File: config.mk
export PLATFORM = sky130hd
export DESIGN_NAME = gray_seq_source
export DESIGN_NICKNAME = d
export VERILOG_FILES = /design/src/rtl/gray_seq_source.sv
export SDC_FILE = /design/constraint.sdc
export NUM_CORES = 1
export LEC_CHECK = 0
export ABC_CLOCK_PERIOD_IN_PS = 4860
export CAP_MARGIN = 20
export CORE_AREA = 8 8 45 47
export CTS_BUF_LIST = sky130_fd_sc_hd__clkbuf_4
export DETAILED_ROUTE_END_ITERATION = 10
export DIE_AREA = 0 0 53 55
export HOLD_SLACK_MARGIN = 0.1
export PLACE_DENSITY = 0.81
export SLEW_MARGIN = 40
export SYNTH_ARGS = -nofsm -noshare
export SYNTH_HDL_FRONTEND = slang
export SYNTH_SLANG_ARGS = --single-unit
File: constraint.sdc
create_clock -name clk -period 4.86 [get_ports clk]
set_input_delay 0.729 -clock clk [delete_from_list [all_inputs] [get_ports clk]]
set_output_delay 0.729 -clock clk [all_outputs]
set_load 0.01 [all_outputs]
File: src/rtl/gray_seq_source.sv
`default_nettype none
// ============================================================================
// Module   : gray_seq_source
// Purpose  : Up/down binary counter presented as a registered Gray word plus
//            its binary mirror over a valid/ready handshake. Optional
//            one-bit-step checker enabled by defining GRAY_CHECK_EN.
// Revision : 1.0 - initial release
// ============================================================================
module gray_seq_source #(
   parameter int WIDTH = 4
) (
   input  logic             clk,
   input  logic             rst,
   input  logic             en,
   input  logic             up_dn,
   input  logic             load,
   input  logic [WIDTH-1:0] load_val,
   output logic [WIDTH-1:0] gray_out,
   output logic [WIDTH-1:0] bin_out,
   output logic             out_valid,
   input  logic             out_ready,
   output logic             wrap,
   output logic             gray_err
);

   localparam logic [WIDTH-1:0] c_one  = {{(WIDTH-1){1'b0}}, 1'b1};
   localparam logic [WIDTH-1:0] c_zero = '0;
   localparam logic [WIDTH-1:0] c_max  = '1;

   typedef enum logic [0:0] {
      ST_IDLE   = 1'b0,
      ST_ACTIVE = 1'b1
   } state_t;

   state_t           state_q, state_d;
   logic [WIDTH-1:0] bin_q, bin_d;
   logic [WIDTH-1:0] gray_q, gray_d;
   logic             valid_q, valid_d;
   logic             wrap_q, wrap_d;
   logic             fire;

   // Next-state: load overrides everything, otherwise advance only on a fire
   always_comb begin
      fire    = valid_q & out_ready;
      state_d = state_q;
      bin_d   = bin_q;
      valid_d = valid_q;
      wrap_d  = 1'b0;
      if (load) begin
         // A word consumed in this same cycle is discarded, not advanced
         bin_d   = load_val;
         valid_d = 1'b1;
         state_d = ST_ACTIVE;
      end else begin
         case (state_q)
            ST_IDLE: begin
               if (en) begin
                  state_d = ST_ACTIVE;
                  valid_d = 1'b1;
               end
            end
            ST_ACTIVE: begin
               if (fire) begin
                  bin_d   = up_dn ? (bin_q + c_one) : (bin_q - c_one);
                  wrap_d  = up_dn ? (bin_q == c_max) : (bin_q == c_zero);
                  valid_d = en;
                  state_d = en ? ST_ACTIVE : ST_IDLE;
               end
            end
            default: begin
               state_d = ST_IDLE;
               valid_d = 1'b0;
            end
         endcase
      end
      // Gray word is derived from the next count so both register together
      gray_d = bin_d ^ (bin_d >> 1);
   end

   // State and output registers with synchronous reset
   always_ff @(posedge clk) begin
      if (rst) begin
         state_q <= ST_IDLE;
         bin_q   <= '0;
         gray_q  <= '0;
         valid_q <= 1'b0;
         wrap_q  <= 1'b0;
      end else begin
         state_q <= state_d;
         bin_q   <= bin_d;
         gray_q  <= gray_d;
         valid_q <= valid_d;
         wrap_q  <= wrap_d;
      end
   end

   assign gray_out  = gray_q;
   assign bin_out   = bin_q;
   assign out_valid = valid_q;
   assign wrap      = wrap_q;

`ifdef GRAY_CHECK_EN
   logic [WIDTH-1:0] last_gray_q, last_gray_d;
   logic             have_last_q, have_last_d;
   logic             gray_err_q, gray_err_d;

   // Compare each fired word with the previously fired one; any step other
   // than exactly one bit sets a sticky error
   always_comb begin
      last_gray_d = last_gray_q;
      have_last_d = have_last_q;
      gray_err_d  = gray_err_q;
      if (load) begin
         last_gray_d = '0;
         have_last_d = 1'b0;
      end else if (fire) begin
         if (have_last_q && ($countones(gray_q ^ last_gray_q) != 1)) begin
            gray_err_d = 1'b1;
         end
         last_gray_d = gray_q;
         have_last_d = 1'b1;
      end
   end

   // Checker registers; the error flag is cleared only by reset
   always_ff @(posedge clk) begin
      if (rst) begin
         last_gray_q <= '0;
         have_last_q <= 1'b0;
         gray_err_q  <= 1'b0;
      end else begin
         last_gray_q <= last_gray_d;
         have_last_q <= have_last_d;
         gray_err_q  <= gray_err_d;
      end
   end

   assign gray_err = gray_err_q;
`else
   assign gray_err = 1'b0;
`endif

endmodule
`default_nettype wire

==> flow_summary.yaml, run 1 <==
sta:
  relSlewSlack: 0.648
  finalSetupViolations: 0
  timing.final.crit_share: 0.582
  hold_violations: 0
  tns_ns: 0
  clock.fmax_mhz: 353
  worst_pin_slew_ns: 0.526
  slew_viol_final: 0
  period_needed_ns: 2.83
  rsz0062_at_grt: "no"
  final.setup_skew_ns: 0.00811
detailed_routing:
  ant_nets: 0
  drtIter0Drc: 7
  viasPerCell: 5.22
  drc_errors: 0
  routedWlPerCell_um: 13.1
  firstDrtPassIters: 4
  wirelength_mm: 1.35
  via_count: 538
cts:
  ctsResizeCount: 0
  cts.sinks: 10
  cts_tree: "done"
  cts.clk_slew.worst_paths_ns: 0.07
  numCtsBuffers: 3
  ctsRootBufferMaster: "clkbuf_4"
  max-clock-path-buffers: 2
  insertion_delay_ns: 0.26
  cts_hold_buf: 0
  cts_max_level: 1
  cts_setup_buffers: 0
logic_synthesis:
  ys.flop_type: "dfxtp_1"
  synth_top_family_by_area: "simple AND/OR/NAND/NOR gates"
  synth-edff-count: 0
  yosysSeqAreaShare: 0.324
  ys_warn_count: 0
  synth_mux_area_frac: 0.113
  synthAdderAreaFrac: 0.0729
  synth_xor_area_frac: 0.0567
  synthCells: 69
  synth_cell_types: 33
  synthesis.nets: 82
  ys_seq_elements: 10
  syn_area_per_cell_um2: 8.96
  synth_area_um2: 618
  synthSimpleGateAreaFrac: 0.221
  async_flop_share: 0
  synth_compound_area_frac: 0.111
placed_design:
  port_buffers: 19
  gp_congestion: 0.742
  place_area_um2: 792
setup_path:
  crit_type: "input port to register"
  start_kind: "input port"
  cp_max_fo: 7
  worstPathArrival_ns: 2.98
  r2r_start: "bin_out[2]"
  r2r-end: "gray_out[2]"
  endpoint_kind: "register"
  reg2reg_slack_ns: 2.88
  r2r_cells: 6
  cp_data_required_time_ns: 5.01
min_path:
  hold_class: "register to register"
  hold_path_end: "wrap"
  worstHoldStart: "out_valid"
  hold_path_depth: 2
grt:
  grt_max_degree: 13
  grt.total_usage: 0.101
  grt_pass1_vias: 557
  grt_pass1_wl_mm: 2.21
  antenna_found_initial: 0
  grt_overflow: 0
cells_and_area:
  synthToLayoutAreaGrowth_pct: 32.4
  fin_area_um2: 818
  drive_gt1_frac: 0.0920
  nNetsFinal: 101
  diodes: 0
floorplan:
  die_h_um: 55
  core_um2: 1380
  dieArea_um2: 2920
  die_w_um: 53
  ioPinCount: 21
  initial_core_util: 0.447
  rows: 14
power_and_ir_drop:
  total_leakage_power_nw: 0.313
  pwr_density_cell_nw_per_um2: 256
  ir_drop_mv: 0.157
run:
  cap_violations: 0
outcome:
  status: "finished clean"
## per-stage QoR
stage	hold WS (ns)	instances	setup WS, ns	util	power, mW
after floorplan	0.504	69	2.60	-	0.130
after global placement	0.528	99	1.84	0.572	0.155
after detailed placement	0.534	99	1.78	0.572	0.156
after CTS	0.543	103	2.05	0.591	0.214
after global routing	0.569	103	1.84	0.591	0.223
final	0.538	103	2.03	0.591	0.210
## routing by layer
layer,routed length [um],vias up,track usage,part of all wire
met4,27,0,0.0862,0.020
met1,565,245,0.101,0.42
met3,112,4,0.0294,0.083
met2,640,15,0.172,0.48
met5,0,-,0,0
li1,-,274,-,-
## power by group
group / switching (mW) / internal (mW) / total [mW] / leakage [nW]
Sequential: 0.00507 / 0.0887 / 0.0938 / 0.0829
Clock: 0.0262 / 0.0295 / 0.0557 / 0.0154
Combinational: 0.0272 / 0.0330 / 0.0601 / 0.215
Total: 0.0584 / 0.151 / 0.210 / 0.313
## cells in the final DEF, fill, tap and decap left out, types with 2 or more instances in the layout
master	n
nand3_1	3
nor2b_1	2
ha_1	2
inv_1	6
a2111oi_0	2
nor3_1	2
clkbuf_4	3
a21oi_1	4
nor2_1	6
xor2_1	2
clkdlybuf4s50_1	19
nor4_1	2
nand2_1	4
dfxtp_1	10
xnor2_1	2
## critical path, cell delays in order
cell             delay [ns]
clkdlybuf4s50_1        0.61
inv_1                  0.11
ha_1                   0.34
nand3_1                0.15
a2111oi_0              0.37
and4bb_1               0.28
nand2_1                0.07
mux2_2                 0.32
## area by class of cell
type	instances	area (um2)
Fill cell	129	566
Tap cell	16	20.0
Inverter	6	22.5
Sequential cell	10	200
Clock buffer	3	22.5
Multi-Input combinational cell	48	359
Clock inverter	1	3.75
Timing Repair Buffer	19	190
## cell families (layout without fill, tap and decap cells)
kind of cell               Yosys count  in the layout
adders and majority gates            3              3
DFF                                 10             10
AOI/OAI and AO/OA                   10             10
and+or+nand+nor                     25             25
buffers and inverters               11             29
xor gates and xnor gates             4              4
other                                1              1
muxes                                5              5
## synth_stat cells, types with 2 or more instances
cell	n	area, um2
xor2_1	2	17.5
inv_1	6	22.5
nor4_1	2	12.5
buf_2	2	10.0
xnor2_1	2	17.5
nand2_1	4	15.0
nor2b_1	2	12.5
nand3_1	3	15.0
buf_4	2	15.0
ha_1	2	25.0
a21oi_1	4	20.0
dfxtp_1	10	200
nor2_1	6	22.5
a2111oi_0	2	17.5
nor3_1	2	10.0
## sequential cells by signal (all words and copies together) (netlist names)
signal	cells
gray_out	3
out_valid	1
state_q	1
bin_out	4
wrap	1
## worst max path at each step
stage	start	end	slack, ns	cells past startpoint
floorplan	up_dn	gray_out[2]	2.60	7
global placement	up_dn	gray_out[2]	1.84	8
detailed placement	up_dn	gray_out[2]	1.78	8
CTS	up_dn	gray_out[2]	2.05	8
global route	up_dn	gray_out[2]	1.84	8
finish	up_dn	gray_out[2]	2.03	8
Power figures use the tool's default switching activity.
==> run 2, diff against run 1 <==
==> config.mk (replaced) <==
export PLATFORM = sky130hd
export DESIGN_NAME = gray_seq_source
export DESIGN_NICKNAME = d
export VERILOG_FILES = /design/src/rtl/gray_seq_source.sv
export SDC_FILE = /design/constraint.sdc
export NUM_CORES = 1
export LEC_CHECK = 0
export ABC_CLOCK_PERIOD_IN_PS = 2350
export CAP_MARGIN = 20
export CORE_AREA = 8 8 48 50
export CTS_BUF_LIST = sky130_fd_sc_hd__clkbuf_4
export DETAILED_ROUTE_END_ITERATION = 10
export DIE_AREA = 0 0 56 58
export HOLD_SLACK_MARGIN = 0.1
export PLACE_DENSITY = 0.74
export SLEW_MARGIN = 40
export SYNTH_ARGS = -nofsm -noshare
export SYNTH_HDL_FRONTEND = slang
export SYNTH_SLANG_ARGS = --single-unit
==> constraint.sdc (replaced) <==
create_clock -name clk -period 2.35 [get_ports clk]
set_input_delay 0.3525 -clock clk [delete_from_list [all_inputs] [get_ports clk]]
set_output_delay 0.3525 -clock clk [all_outputs]
set_load 0.01 [all_outputs]
==> flow_summary.yaml, run 2 (synthesized netlist as in run 1, its figures left out) <==
outcome:
  status: "finished clean"
setup_path:
  start_kind: "input port"
  cp_max_fo: 4
  crit_type: "input port to register"
  worstPathArrival_ns: 2.37
  endpoint_kind: "register"
  cp_data_required_time_ns: 2.50
floorplan:
  rows: 15
  initial_core_util: 0.383
  dieArea_um2: 3250
  die_h_um: 58
  core_um2: 1610
  ioPinCount: 21
  die_w_um: 56
placed_design:
  port_buffers: 19
  gp_congestion: 0.801
  pre_cts_slack_ns: -0.134
  placed_cells: 103
  dp_hpwl_mm: 1.15
cts:
  max-clock-path-buffers: 2
  cts_max_level: 1
  cts.clk_slew.worst_paths_ns: 0.06
  cts.sinks: 10
  insertion_delay_ns: 0.26
  ctsResizeCount: 0
  cts_setup_buffers: 0
  numCtsBuffers: 3
  cts_hold_buf: 0
  cts_tree: "done"
  ctsRootBufferMaster: "clkbuf_4"
sta:
  hold_violations: 0
  slew_viol_final: 0
  finalHoldWorstSlack_ns: 0.548
  rsz0062_at_grt: "no"
  final.setup_skew_ns: 0.00254
  fin_ws_ns: 0.129
  clock.fmax_mhz: 450
  timing.final.crit_share: 0.945
  period_needed_ns: 2.22
  finalSetupViolations: 0
detailed_routing:
  viasPerCell: 5.20
  via_count: 551
  firstDrtPassIters: 2
  ant_nets: 0
  drtIter0Drc: 7
  routedWlPerCell_um: 13.2
  wirelength_mm: 1.40
  drc_errors: 0
cells_and_area:
  final_common_cell: "clkdlybuf4s50_1"
  diodes: 0
  nNetsFinal: 104
  mostFrequentLayoutCells: "19 x clkdlybuf4s50_1, 10 x dfxtp_1, 6 x inv_1, 6 x nor2_1"
  fin_cells: 106
  largest_reg_flops: 4
  drive_gt1_frac: 0.124
  synthToLayoutAreaGrowth_pct: 35.6
  final_util: 0.519
power_and_ir_drop:
  pwr_density_cell_nw_per_um2: 517
  p_total_mw: 0.434
  total_leakage_power_nw: 0.326
  ir_drop_mv: 0.267
run:
  cap_violations: 0
grt:
  grt_busiest_layer: "met2"
  grt_pass1_vias: 603
  grt_pass1_wl_mm: 2.55
  globalRouteMet2Util: 0.160
  met3_usage: 0.0240
  grt.total_usage: 0.0933
  antenna_found_initial: 0
  grt_overflow: 0
  met1_usage: 0.0997
  grt_max_degree: 12
min_path:
  hold_class: "register to register"
## run 2: routing by layer
metal	vias up	wire, um
met5	-	0
met4	0	16
met3	2	58
met2	14	712
met1	258	611
li1	277	-
## run 2: path summary, 6_finish.rpt
path / start / to / slack (ns) / depth (start not counted)
hold reg to reg: out_valid / wrap / 0.55 / 2
setup / recovery: up_dn / gray_out[2] / 0.13 / 8
setup reg to reg: bin_out[2] / gray_out[2] / 0.40 / 6
hold / removal: out_valid / wrap / 0.55 / 2
## run 2: cell type report
type                       instances  area (um2)
clock buffer                       3        22.5
fill                             143         776
inverter                           6        22.5
multi-input combinational         48         359
sequential                        10         200
tap                               17        21.3
timing repair buffer              22         213
## run 2: per-stage QoR
step	TNS (ns)	cell area [um2]
floorplan	0	618
global placement	-0.0622	816
detailed placement	-0.134	816
CTS	0	838
global route	0	838
finish	0	838
## run 2: critical path, cell delays in order
cell and delay, ns:
clkdlybuf4s50_1 0.47, inv_1 0.06, ha_1 0.31, a21oi_1 0.11, a2111oi_0 0.39, and4bb_1 0.27
nand2_1 0.07, mux2_2 0.32
## run 2: power by group
group	switching, mW	total [mW]	internal (mW)
combinational	0.0570	0.129	0.0722
clock	0.0508	0.110	0.0587
sequential	0.0112	0.195	0.184
==> run 3, diff against run 2 <==
--- a/config.mk
+++ b/config.mk
@@ -7,10 +7,10 @@
 export LEC_CHECK = 0
 export ABC_CLOCK_PERIOD_IN_PS = 2350
 export CAP_MARGIN = 20
-export CORE_AREA = 8 8 48 50
+export CORE_AREA = 4 4 44 46
 export CTS_BUF_LIST = sky130_fd_sc_hd__clkbuf_4
 export DETAILED_ROUTE_END_ITERATION = 10
-export DIE_AREA = 0 0 56 58
+export DIE_AREA = 0 0 48 50
 export HOLD_SLACK_MARGIN = 0.1
 export PLACE_DENSITY = 0.74
 export SLEW_MARGIN = 40
==> flow_summary.yaml, run 3 (synthesized netlist as in run 1, its figures left out) <==
setup_path:
  crit_path_max_incr_delay_ns: 0.48
  worstPathArrival_ns: 2.40
  path_cells: "clkdlybuf4s50_1 -> inv_1 -> ha_1 -> nand3_1 -> a2111oi_1 -> and4bb_1 -> nand2_1 -> mux2_2"
  start_kind: "input port"
  crit_slowest_cell: "clkdlybuf4s50_1"
  crit_type: "input port to register"
  endpoint_kind: "register"
  cp_max_fo: 4
  cp_data_required_time_ns: 2.49
cts:
  max-clock-path-buffers: 2
  insertion_delay_ns: 0.25
  cts_max_level: 1
  cts.clk_slew.worst_paths_ns: 0.06
  ctsResizeCount: 0
  cts_setup_buffers: 0
  ctsRootBufferMaster: "clkbuf_4"
  cts_tree: "done"
  cts_hold_buf: 0
  cts.sinks: 10
  numCtsBuffers: 3
min_path:
  hold_class: "register to register"
grt:
  grt.total_usage: 0.119
  antenna_found_initial: 0
  grt_pass1_wl_mm: 2.08
  grt_max_degree: 12
  grt_pass1_vias: 501
  grt_overflow: 0
floorplan:
  die_h_um: 50
  initial_core_util: 0.410
  core_um2: 1510
  rows: 14
  dieArea_um2: 2400
  die_w_um: 48
  ioPinCount: 21
power_and_ir_drop:
  pwr_density_cell_nw_per_um2: 515
  switching_share: 0.277
  intPower_mw: 0.315
  switching_power_mw: 0.121
  seq_power_share: 0.447
  p_total_mw: 0.435
  ir_drop_mv: 0.272
  pwr-share-comb: 0.300
  total_leakage_power_nw: 0.326
  power_frac_clock: 0.253
sta:
  hold_violations: 0
  timing.final.crit_share: 0.964
  clock.fmax_mhz: 441
  final.setup_skew_ns: 0.00203
  slew_viol_final: 0
  finalSetupViolations: 0
  period_needed_ns: 2.27
  finalHoldWorstSlack_ns: 0.552
detailed_routing:
  drtIter0Drc: 9
  ant_nets: 0
  routedWlPerCell_um: 13.5
  wirelength_mm: 1.42
  drc_errors: 0
  firstDrtPassIters: 5
  viasPerCell: 5.39
  via_count: 566
run:
  cap_violations: 0
cells_and_area:
  synthToLayoutAreaGrowth_pct: 36.6
  largest_reg_flops: 4
  final_common_cell: "clkdlybuf4s50_1"
  diodes: 0
  drive_gt1_frac: 0.135
  nFillCells: 144
  nNetsFinal: 104
  mostFrequentLayoutCells: "19 x clkdlybuf4s50_1, 10 x dfxtp_1, 6 x inv_1, 6 x nor2_1"
placed_design:
  gp_congestion: 0.757
  dp_hpwl_mm: 1.05
  port_buffers: 19
outcome:
  status: "finished clean"
## run 3: cell types whose count changed in the layout (fill, tap and decap cells not counted)
cell       before  now
a2111oi_0       2    0
a2111oi_1       0    1
a2111oi_2       0    1
## run 3: stage by stage
| step | area [um2] | util | setup slack [ns] | cells | TNS, ns |
|---|---|---|---|---|---|
| 2_1_floorplan | 618 | - | 0.468 | 69 | 0 |
| 3_3_place_gp | 815 | 0.541 | -0.0626 | 102 | -0.0626 |
| 3_5_place_dp | 815 | 0.541 | -0.188 | 102 | -0.188 |
| 4_1_cts | 837 | 0.556 | 0.0818 | 105 | 0 |
| 5_1_grt | 845 | 0.561 | -0.0296 | 105 | -0.0296 |
| 6_report | 845 | 0.561 | 0.0848 | 105 | 0 |
## run 3: per-layer routing
| metal | part of all wire | wire, um | up-vias | track usage |
|---|---|---|---|---|
| met3 | 0.056 | 80 | 4 | 0.0218 |
| met2 | 0.51 | 728 | 16 | 0.185 |
| met4 | 0.020 | 29 | 0 | 0.0538 |
| li1 | - | - | 278 | - |
| met5 | 0 | 0 | - | 0 |
| met1 | 0.41 | 583 | 268 | 0.151 |
## run 3: power by group through the flow
stage | Clock, mW | Combinational (mW) | Sequential [mW]
after floorplan | 0 | 0.0672 | 0.202
after global placement | 0 | 0.127 | 0.198
after CTS | 0.116 | 0.130 | 0.194
final | 0.110 | 0.131 | 0.195
after global routing | 0.122 | 0.143 | 0.197
after detailed placement | 0 | 0.128 | 0.198
## run 3: final cells by class
class	count	area (um2)	share of cell area
multi-input cells	48	367	0.434
repair buffers	22	213	0.252
flip-flops and latches	10	200	0.237
clock buffers	3	22.5	0.0267
inverters	6	22.5	0.0267
well taps	16	20.0	0.0237
## run 3: critical path, delay by kind of cell
family / cells / cell delay, ns
buf+inv: 2 / 0.54
simple gates: 3 / 0.51
mux: 1 / 0.33
compound gates: 1 / 0.37
fa+ha+maj: 1 / 0.31
## run 3: worst paths after layout
path                                 start           to  slack, ns  depth (start not counted)
worst min-delay path             out_valid         wrap       0.55                          2
worst min register to register   out_valid         wrap       0.55                          2
worst max register to register  bin_out[2]  gray_out[2]       0.33                          6
worst max-delay path                 up_dn  gray_out[2]       0.08                          8
